[src/rtl/fetch_unit.sv]
// fetch_unit
//
// In-order instruction fetch stage feeding the fetch/decode pipeline register.
// Holds the PC, issues word-aligned instruction-memory requests while credits
// are available, buffers in-order responses in a small FIFO and presents
// {pc, instr} beats downstream. A redirect flushes the FIFO, marks every
// in-flight response for discard and restarts fetch at the new address.
//
// Ports
//   clk_i, rst_ni        clock (rising edge), asynchronous active-low reset
//   imem_req_valid_o     fetch request to instruction memory
//   imem_req_ready_i     memory accepts the request
//   imem_req_addr_o      word-aligned fetch address (always pc_q)
//   imem_rsp_valid_i     response beat, in request order, never stalled
//   imem_rsp_data_i      instruction word of the response
//   redirect_valid_i     flush and restart fetch
//   redirect_addr_i      restart address (bits [1:0] forced to 0)
//   wr_valid_o           downstream beat valid
//   wr_data_o            {pc, instr}, pc in the upper Width bits
//   wr_ready_i           downstream accepts the beat
//
// Handshakes: a transfer happens on a rising edge where valid and ready are
// both high. A source never withdraws valid or changes data while waiting for
// ready, except that a redirect may drop the request or flush the beat.

module fetch_unit #(
    parameter int unsigned      Width     = 32,
    parameter logic [Width-1:0] ResetAddr = '0,
    parameter int unsigned      Depth     = 2
) (
    input  logic               clk_i,
    input  logic               rst_ni,
    output logic               imem_req_valid_o,
    input  logic               imem_req_ready_i,
    output logic [Width-1:0]   imem_req_addr_o,
    input  logic               imem_rsp_valid_i,
    input  logic [Width-1:0]   imem_rsp_data_i,
    input  logic               redirect_valid_i,
    input  logic [Width-1:0]   redirect_addr_i,
    output logic               wr_valid_o,
    output logic [2*Width-1:0] wr_data_o,
    input  logic               wr_ready_i
);

    localparam int unsigned      CntW   = $clog2(Depth + 1);
    localparam int unsigned      PtrW   = $clog2(Depth);
    localparam logic [CntW:0]    DepthC = (CntW + 1)'(Depth);
    localparam logic [Width-1:0] Step   = Width'(4);

    logic [Width-1:0]   pc_q;
    logic [Width-1:0]   rsp_pc_q;
    logic [CntW-1:0]    outstanding_q;
    logic [CntW-1:0]    drop_q;
    logic [CntW-1:0]    count_q;
    logic [PtrW-1:0]    rd_ptr_q;
    logic [PtrW-1:0]    wr_ptr_q;
    logic [2*Width-1:0] fifo_q [Depth];

    logic [CntW:0]      credit_used;
    logic [Width-1:0]   redirect_pc;
    logic               req_fire;
    logic               push;
    logic               pop;

    // Every accepted request owns a FIFO slot until its beat is popped, so
    // in-flight plus buffered never exceeds Depth and a push never overflows.
    assign credit_used      = {1'b0, outstanding_q} + {1'b0, count_q};
    assign imem_req_valid_o = rst_ni && !redirect_valid_i && (credit_used < DepthC);
    assign imem_req_addr_o  = pc_q;
    assign req_fire         = imem_req_valid_o && imem_req_ready_i;

    assign redirect_pc = redirect_addr_i & ~Width'(3);

    // Responses for requests issued before a redirect are still owed by the
    // memory; they are counted in drop_q and swallowed as they arrive.
    assign push = imem_rsp_valid_i && (drop_q == '0) && !redirect_valid_i;

    assign wr_valid_o = (count_q != '0);
    assign wr_data_o  = fifo_q[rd_ptr_q];
    assign pop        = wr_valid_o && wr_ready_i;

    always_ff @(posedge clk_i or negedge rst_ni) begin
        if (!rst_ni) begin
            pc_q          <= ResetAddr;
            rsp_pc_q      <= ResetAddr;
            outstanding_q <= '0;
            drop_q        <= '0;
            count_q       <= '0;
            rd_ptr_q      <= '0;
            wr_ptr_q      <= '0;
        end else begin
            outstanding_q <= outstanding_q + CntW'(req_fire) - CntW'(imem_rsp_valid_i);

            if (redirect_valid_i) begin
                pc_q     <= redirect_pc;
                rsp_pc_q <= redirect_pc;
                // outstanding_q already includes responses marked for drop,
                // so the new drop count is simply everything still owed.
                drop_q   <= outstanding_q - CntW'(imem_rsp_valid_i);
                // A pop this cycle is still a real handshake; the flush only
                // discards what remains behind it.
                count_q  <= '0;
                rd_ptr_q <= '0;
                wr_ptr_q <= '0;
            end else begin
                if (req_fire) begin
                    pc_q <= pc_q + Step;
                end
                if (imem_rsp_valid_i && (drop_q != '0)) begin
                    drop_q <= drop_q - CntW'(1);
                end
                if (push) begin
                    rsp_pc_q <= rsp_pc_q + Step;
                    wr_ptr_q <= wr_ptr_q + PtrW'(1);
                end
                if (pop) begin
                    rd_ptr_q <= rd_ptr_q + PtrW'(1);
                end
                count_q <= count_q + CntW'(push) - CntW'(pop);
            end
        end
    end

    // Storage needs no reset: count_q alone decides which entries are live.
    always_ff @(posedge clk_i) begin
        if (push) begin
            fifo_q[wr_ptr_q] <= {rsp_pc_q, imem_rsp_data_i};
        end
    end

    a_no_push_when_full : assert property (
        @(posedge clk_i) disable iff (!rst_ni)
        push |-> ({1'b0, count_q} != DepthC)
    );

    a_no_spurious_rsp : assert property (
        @(posedge clk_i) disable iff (!rst_ni)
        imem_rsp_valid_i |-> (outstanding_q != '0)
    );

endmodule

[config.mk]
export PLATFORM = sky130hd
export DESIGN_NAME = fetch_unit
export DESIGN_NICKNAME = d
export VERILOG_FILES = /design/src/rtl/fetch_unit.sv
export SDC_FILE = /design/constraint.sdc
export NUM_CORES = 1
export LEC_CHECK = 0
export BUFFER_PORTS_ARGS = -buffer_cell sky130_fd_sc_hd__buf_2
export CAP_MARGIN = 40
export CORE_MARGIN = 2
export CORE_UTILIZATION = 50
export CTS_BUF_LIST = sky130_fd_sc_hd__clkbuf_16
export CTS_CLUSTER_SIZE = 12
export DETAILED_ROUTE_END_ITERATION = 12
export GPL_TIMING_DRIVEN = 0
export PLACE_DENSITY = 0.77
export RECOVER_POWER = 50
export SLEW_MARGIN = 40
export SYNTH_ARGS = -nofsm -noshare
export SYNTH_HDL_FRONTEND = slang
export SYNTH_SLANG_ARGS = --single-unit
[constraint.sdc]
create_clock -name clk_i -period 4.2 [get_ports clk_i]
set_input_delay 0.42 -clock clk_i [delete_from_list [all_inputs] [get_ports clk_i]]
set_output_delay 0.42 -clock clk_i [all_outputs]
set_load 0.02 [all_outputs]
# Word-level counts from Yosys, hierarchy flattened

Memories as Yosys holds them, arrays and structs flattened.
Index checks and enable logic that the tools add are counted.

Output and inout bits: 98
Word-level logic and storage cells: 48
Memories: 1
RAM bits: 128
Bits in registers: 72

Reduce and logical (&&, ||, !) cells: 15
Add/subtract/negate cells: 11
Muxes and demuxes: 13
$lt $le $gt $ge: 1

Memory list:

| memory | depth | width | rd ports | clocked after Yosys merged registers in | wr ports | line | source |
|---|---|---|---|---|---|---|---|
| fifo_q | 2     | 64    | 1        | 0                                       | 1        | 57   | `logic [2*Width-1:0] fifo_q [Depth];` |

Operators with widths:

| cell                    | number |
|---|---|
| $mux W32                | 4 |
| $add A32 B3 Y32 const B | 2 |
| $reduce_bool A2 Y1      | 6 |
| $logic_and A1 B1 Y1     | 7 |
| $mux W1                 | 6 |
| $mux W2                 | 3 |
| $sub A2 B1 Y2           | 3 |
| $add A2 B1 Y2           | 2 |
| $add A2 B2 Y3           | 1 |
| $lt A3 B2 Y1 const B    | 1 |
| $add A1 B1 Y1 const B   | 2 |
| $logic_not A2 Y1        | 1 |
| $sub A2 B1 Y2 const B   | 1 |
| $logic_not A1 Y1        | 1 |

# Logic depth before layout (Yosys ltp)

Depth in word-level cells: 6
Gate-level depth with buffers: 13
Mapped depth without buffers: 10

# Worst setup path after synthesis

OpenSTA, ideal clock, no wires.

Path kind: input-to-reg
From: in redirect_valid_i
To: mem fifo_q[0][0] (netlist bit) (enable)
Stages on the path: 5
Required time: 3.718 ns
Arrival time: 3.706 ns
Library setup time: 0.482 ns
Setup slack: 0.011 ns
Cell sequence: buf_6 -> inv_1 -> clkbuf_1 -> nand3_1 -> nor2_1

Word-level cells in the longest chain between the ends: 4

Ends and longest elaborated chain:

| element                       | line | source |
|---|---|---|
| start: declaration            | 38   | `input logic redirect_valid_i,` |
| $logic_not A1 Y1              | 76   | `assign push = imem_rsp_valid_i && (drop_q == '0) && !redirect_valid_i;` |
| $logic_and A1 B1 Y1           | 76   |  |
| $mux W1                       | 126  | `if (push) begin` |
| $mux W1 (implied by the code) | 127  | `fifo_q[wr_ptr_q] <= {rsp_pc_q, imem_rsp_data_i};` |
| end: declaration              | 57   |  |

Every way passes these cells.

# Worst setup path in the final report

From: in rst_ni
To: reg outstanding_q[1]

Word-level cells in the longest chain between the ends: 5

Ends and longest elaborated chain:

| element                           | line | source |
|---|---|---|
| start: declaration                | 32   | `input logic rst_ni,` |
| $logic_and A1 B1 Y1 (2 in series) | 68   | `assign imem_req_valid_o = rst_ni && !redirect_valid_i && (credit_used < DepthC);` |
| $logic_and A1 B1 Y1               | 70   | `assign req_fire = imem_req_valid_o && imem_req_ready_i;` |
| $add A2 B1 Y2                     | 92   | `outstanding_q <= outstanding_q + CntW'(req_fire) - CntW'(imem_rsp_valid_i);` |
| $sub A2 B1 Y2                     | 92   |  |
| end signal: assignment            | 92   |  |
| end: declaration                  | 52   | `logic [CntW-1:0] outstanding_q;` |

Every way passes these cells.
A chain may end at the register's enable or synchronous reset.

==> flow_metrics.py <==
metrics = {
    "synth": {
        "synth_edf_count": 124,
        "seq_area_frac_synth_pct": 65.39,
        "synth-seq-cells": 192,
        "synth-main-ff-cell": "edfxtp_1",
        "synth_area_leaders": "edfxtp_1 (45%), dfrtp_1 (21%), mux2_2 (9.0%), nand2_1 (2.5%), o21ai_0 (2.5%)",
        "yosysUniqueCellTypes": 48,
        "postSynthAreaPerCell_um2": 13.49,
        "async_flop_share_pct": 35.42,
        "synth_top_cell_by_area": "edfxtp_1",
        "syn_area_mm2": 0.008297,
        "ys_warn_count": 0,
        "syn_inst": 615,
        "synth_top_area_share_pct": 44.88,
    },
    "pwr": {
        "powerDensity_mw_per_mm2": 505.5,
        "p_leak_nw": 3.781,
        "switching_power_w": 0.001552,
        "p_int_w": 0.003534,
        "pwr-share-clk_pct": 28.7,
        "pwr-share-seq_pct": 46.8,
        "switching_share_pct": 30.52,
        "total_power_w": 0.005087,
        "pwr-share-comb_pct": 24.4,
        "max-vdd-ir-drop_mv": 0.3148,
    },
    "layout": {
        "syn_to_final_growth_pct": 21.29,
        "nets": 884,
        "fin_cells": 1038,
        "drive_gt1_share_pct": 29.10,
        "layout_common_cells": "edfxtp_1 (124), buf_2 (121), dfrtp_1 (68)",
        "fillers": 1289,
        "final_common_cell": "edfxtp_1",
        "design_area_mm2": 0.01006,
        "postLayoutCoreUtil_pct": 61.34,
        "diodes": 0,
    },
    "clocking": {
        "cts_sinks": 192,
        "clkLatencyLatePin_ps": 430,
        "path_clk_slew_ps": 70,
        "cts_setup_buffers": 0,
        "clockBufferDepth": 2,
        "cts_tree": "yes",
        "cts.root.buffer_cell": "clkbuf_16",
        "htree_levels": 4,
        "numCtsBuffers": 17,
    },
    "worst_hold_path": {
        "hold_path_class": "input port to flip-flop",
    },
    "timing": {
        "tightest_slew_ps": 603.6,
        "finClkSkew_ps": 8.938,
        "worst_slew_margin_rel_pct": 59.39,
        "maxSlewViolCount": 0,
        "min_period_over_period_pct": 73.72,
        "period_needed_ps": 3096,
        "rsz0062_at_grt": "no",
        "final-hold-violation-count": 0,
        "setup_viol": 0,
        "fmax_ghz": 0.3230,
        "layout_setup_ws_ps": 1104,
    },
    "worst_setup_path": {
        "cp_cell_sequence": "dlygate4sd3_1 -> buf_6 -> buf_16 -> nor4b_4 -> and2_1 -> buf_4 -> inv_2 -> buf_2 -> buf_2 -> ha_1 -> inv_1 -> ha_1 -> xnor2_1 -> xnor2_1",
        "cp_max_fo": 53,
        "path_class": "input port to flip-flop",
        "cp_data_required_time_ps": 4550,
        "cp_slowest_cell": "dlygate4sd3_1",
        "worstPathArrival_ps": 3450,
        "path_buf_inv": 8,
        "startpoint_type": "input port",
        "cpPeakStageDelay_ps": 540,
        "setup.worst_path.end_class": "flip-flop",
        "cpLargestDelayFamily": "buffers and inverters",
    },
    "run_status": {
        "status": "finished, final reports clean",
    },
    "placed_design": {
        "dp_hpwl_um": 13240,
        "port_buffers": 160,
        "place_area_mm2": 0.009573,
        "placed_cells": 1005,
        "place.gp.congestion": 0.9073,
        "dp_slack_ps": 1140,
    },
    "routing": {
        "wirelength_um": 18200,
        "wl_per_cell_um": 17.53,
        "dr.pass1.iters": 5,
        "ant_nets": 0,
        "vias_per_cell": 5.484,
        "drcViolationCount": 0,
        "vias": 5692,
        "first_iter_violations": 328,
    },
    "die": {
        "io_pins": 168,
        "dieArea_mm2": 0.01764,
        "dieHeight_um": 132.8,
        "rows": 47,
        "die_w_um": 132.8,
        "initial_core_util_pct": 50.57,
        "core_area_mm2": 0.01641,
    },
    "global_routing": {
        "overflow": 0,
        "track_usage_pct": 21.31,
        "antenna_found_initial": 0,
        "grt_max_degree": 54,
        "grt_pass1_vias": 5501,
        "grt_pass1_wl_um": 28830,
    },
    "run": {
        "max_cap_violations": 0,
    },
}
-- cell families (layout without fill, tap and decap cells) --
logic type / count (synthesis) / in the layout / share of synthesized area, %
adder cells (fa/ha/maj): 9 / 9 / 1.448
AND/OR/NAND/NOR: 185 / 185 / 11.70
AO/OA/AOI/OAI: 79 / 79 / 5.957
multiplexers: 67 / 67 / 9.079
flip-flops: 192 / 192 / 65.39
other: 1 / 4 / 0.04520
XOR/XNOR: 38 / 38 / 4.011
buffers and inverters: 44 / 244 / 2.368
-- cells in the mapped netlist, drive strengths merged (3+ instances only) --
| master | instances |
|---|---|
| or4 | 3 |
| dfrtp | 68 |
| or3 | 3 |
| o21ai | 42 |
| edfxtp | 124 |
| mux2 | 66 |
| nand4 | 15 |
| and2 | 5 |
| xor2 | 14 |
| ha | 8 |
| nor2 | 28 |
| a21oi | 3 |
| o211ai | 18 |
| nor4 | 5 |
| and4 | 6 |
| inv | 16 |
| nand3 | 35 |
| xnor2 | 24 |
| clkbuf | 16 |
| nor3 | 13 |
| buf | 12 |
| and3 | 7 |
| o311ai | 9 |
| nand2 | 56 |
-- metal layers --
metal  part of all wire (%)  GRT usage, %  vias to the layer above
met3                    8.3         5.594                       33
li1                       -             -                     2657
met1                     44         29.46                     2752
met4                    1.9         7.527                        0
met5                      0             0                        -
met2                     46         32.87                      250
-- power by group through the flow --
| stage | sequential (W) | clock (W) | combinational [W] |
|---|---|---|---|
| finish | 0.00238 | 0.00146 | 0.00124 |
| global route | 0.00241 | 0.00157 | 0.00135 |
| CTS | 0.00238 | 0.00149 | 0.00127 |
| detailed placement | 0.00242 | 0 | 0.00126 |
| global placement | 0.00242 | 0 | 0.00121 |
| floorplan | 0.00243 | 0 | 0.000797 |
-- final timing paths --
| path | from | to | slack, ps | depth (start not counted) |
|---|---|---|---|---|
| worst max-delay path | rst_ni | outstanding_q[1] | 1100 | 14 |
| worst min-delay path | imem_rsp_data_i[3] | fifo_q[1][3] | 180 | 1 |
| worst max register to register | count_q[0] | outstanding_q[1] | 1110 | 13 |
| worst min register to register | rsp_pc_q[21] | fifo_q[0][53] | 510 | 0 |
| max in group asynchronous | rst_ni | rsp_pc_q[2] | 3310 | 3 |
| min in group asynchronous | rst_ni | imem_req_addr_o[20] | 380 | 2 |
-- stage by stage --
step | TNS (ps) | hold slack, ps
after floorplan | 0 | 124.4
after global placement | -212850 | 488.3
after detailed placement | 0 | 266.8
after CTS | 0 | 161.6
after global routing | 0 | 162.7
final | 0 | 182.1
-- layout make-up --
class	count	area (µm²)	area share (%)
Clock inverter	15	107.6	1.069
Tap cell	220	275.3	2.735
Clock buffer	17	425.4	4.227
Inverter	16	60.06	0.5968
Timing Repair Buffer	168	933.4	9.275
Sequential cell	192	5425	53.91
Buffer	28	135.1	1.343
Multi-Input combinational cell	382	2701	26.84
-- flip-flops by register name, indices dropped and copies added, names as in the netlist --
| register | flops |
|---|---|
| outstanding_q | 2 |
| imem_req_addr_o | 30 |
| fifo_q | 124 |
| drop_q | 2 |
| count_q | 2 |
| rd_ptr_q | 1 |
| rsp_pc_q | 30 |
| wr_ptr_q | 1 |
-- repair_timing --
action / in CTS / in global routing
resized for setup: 0 / 0
hold endpoints to repair: 16 / 0
hold buffers: 1 / 0
No activity file was read; power rests on OpenSTA's default activity.
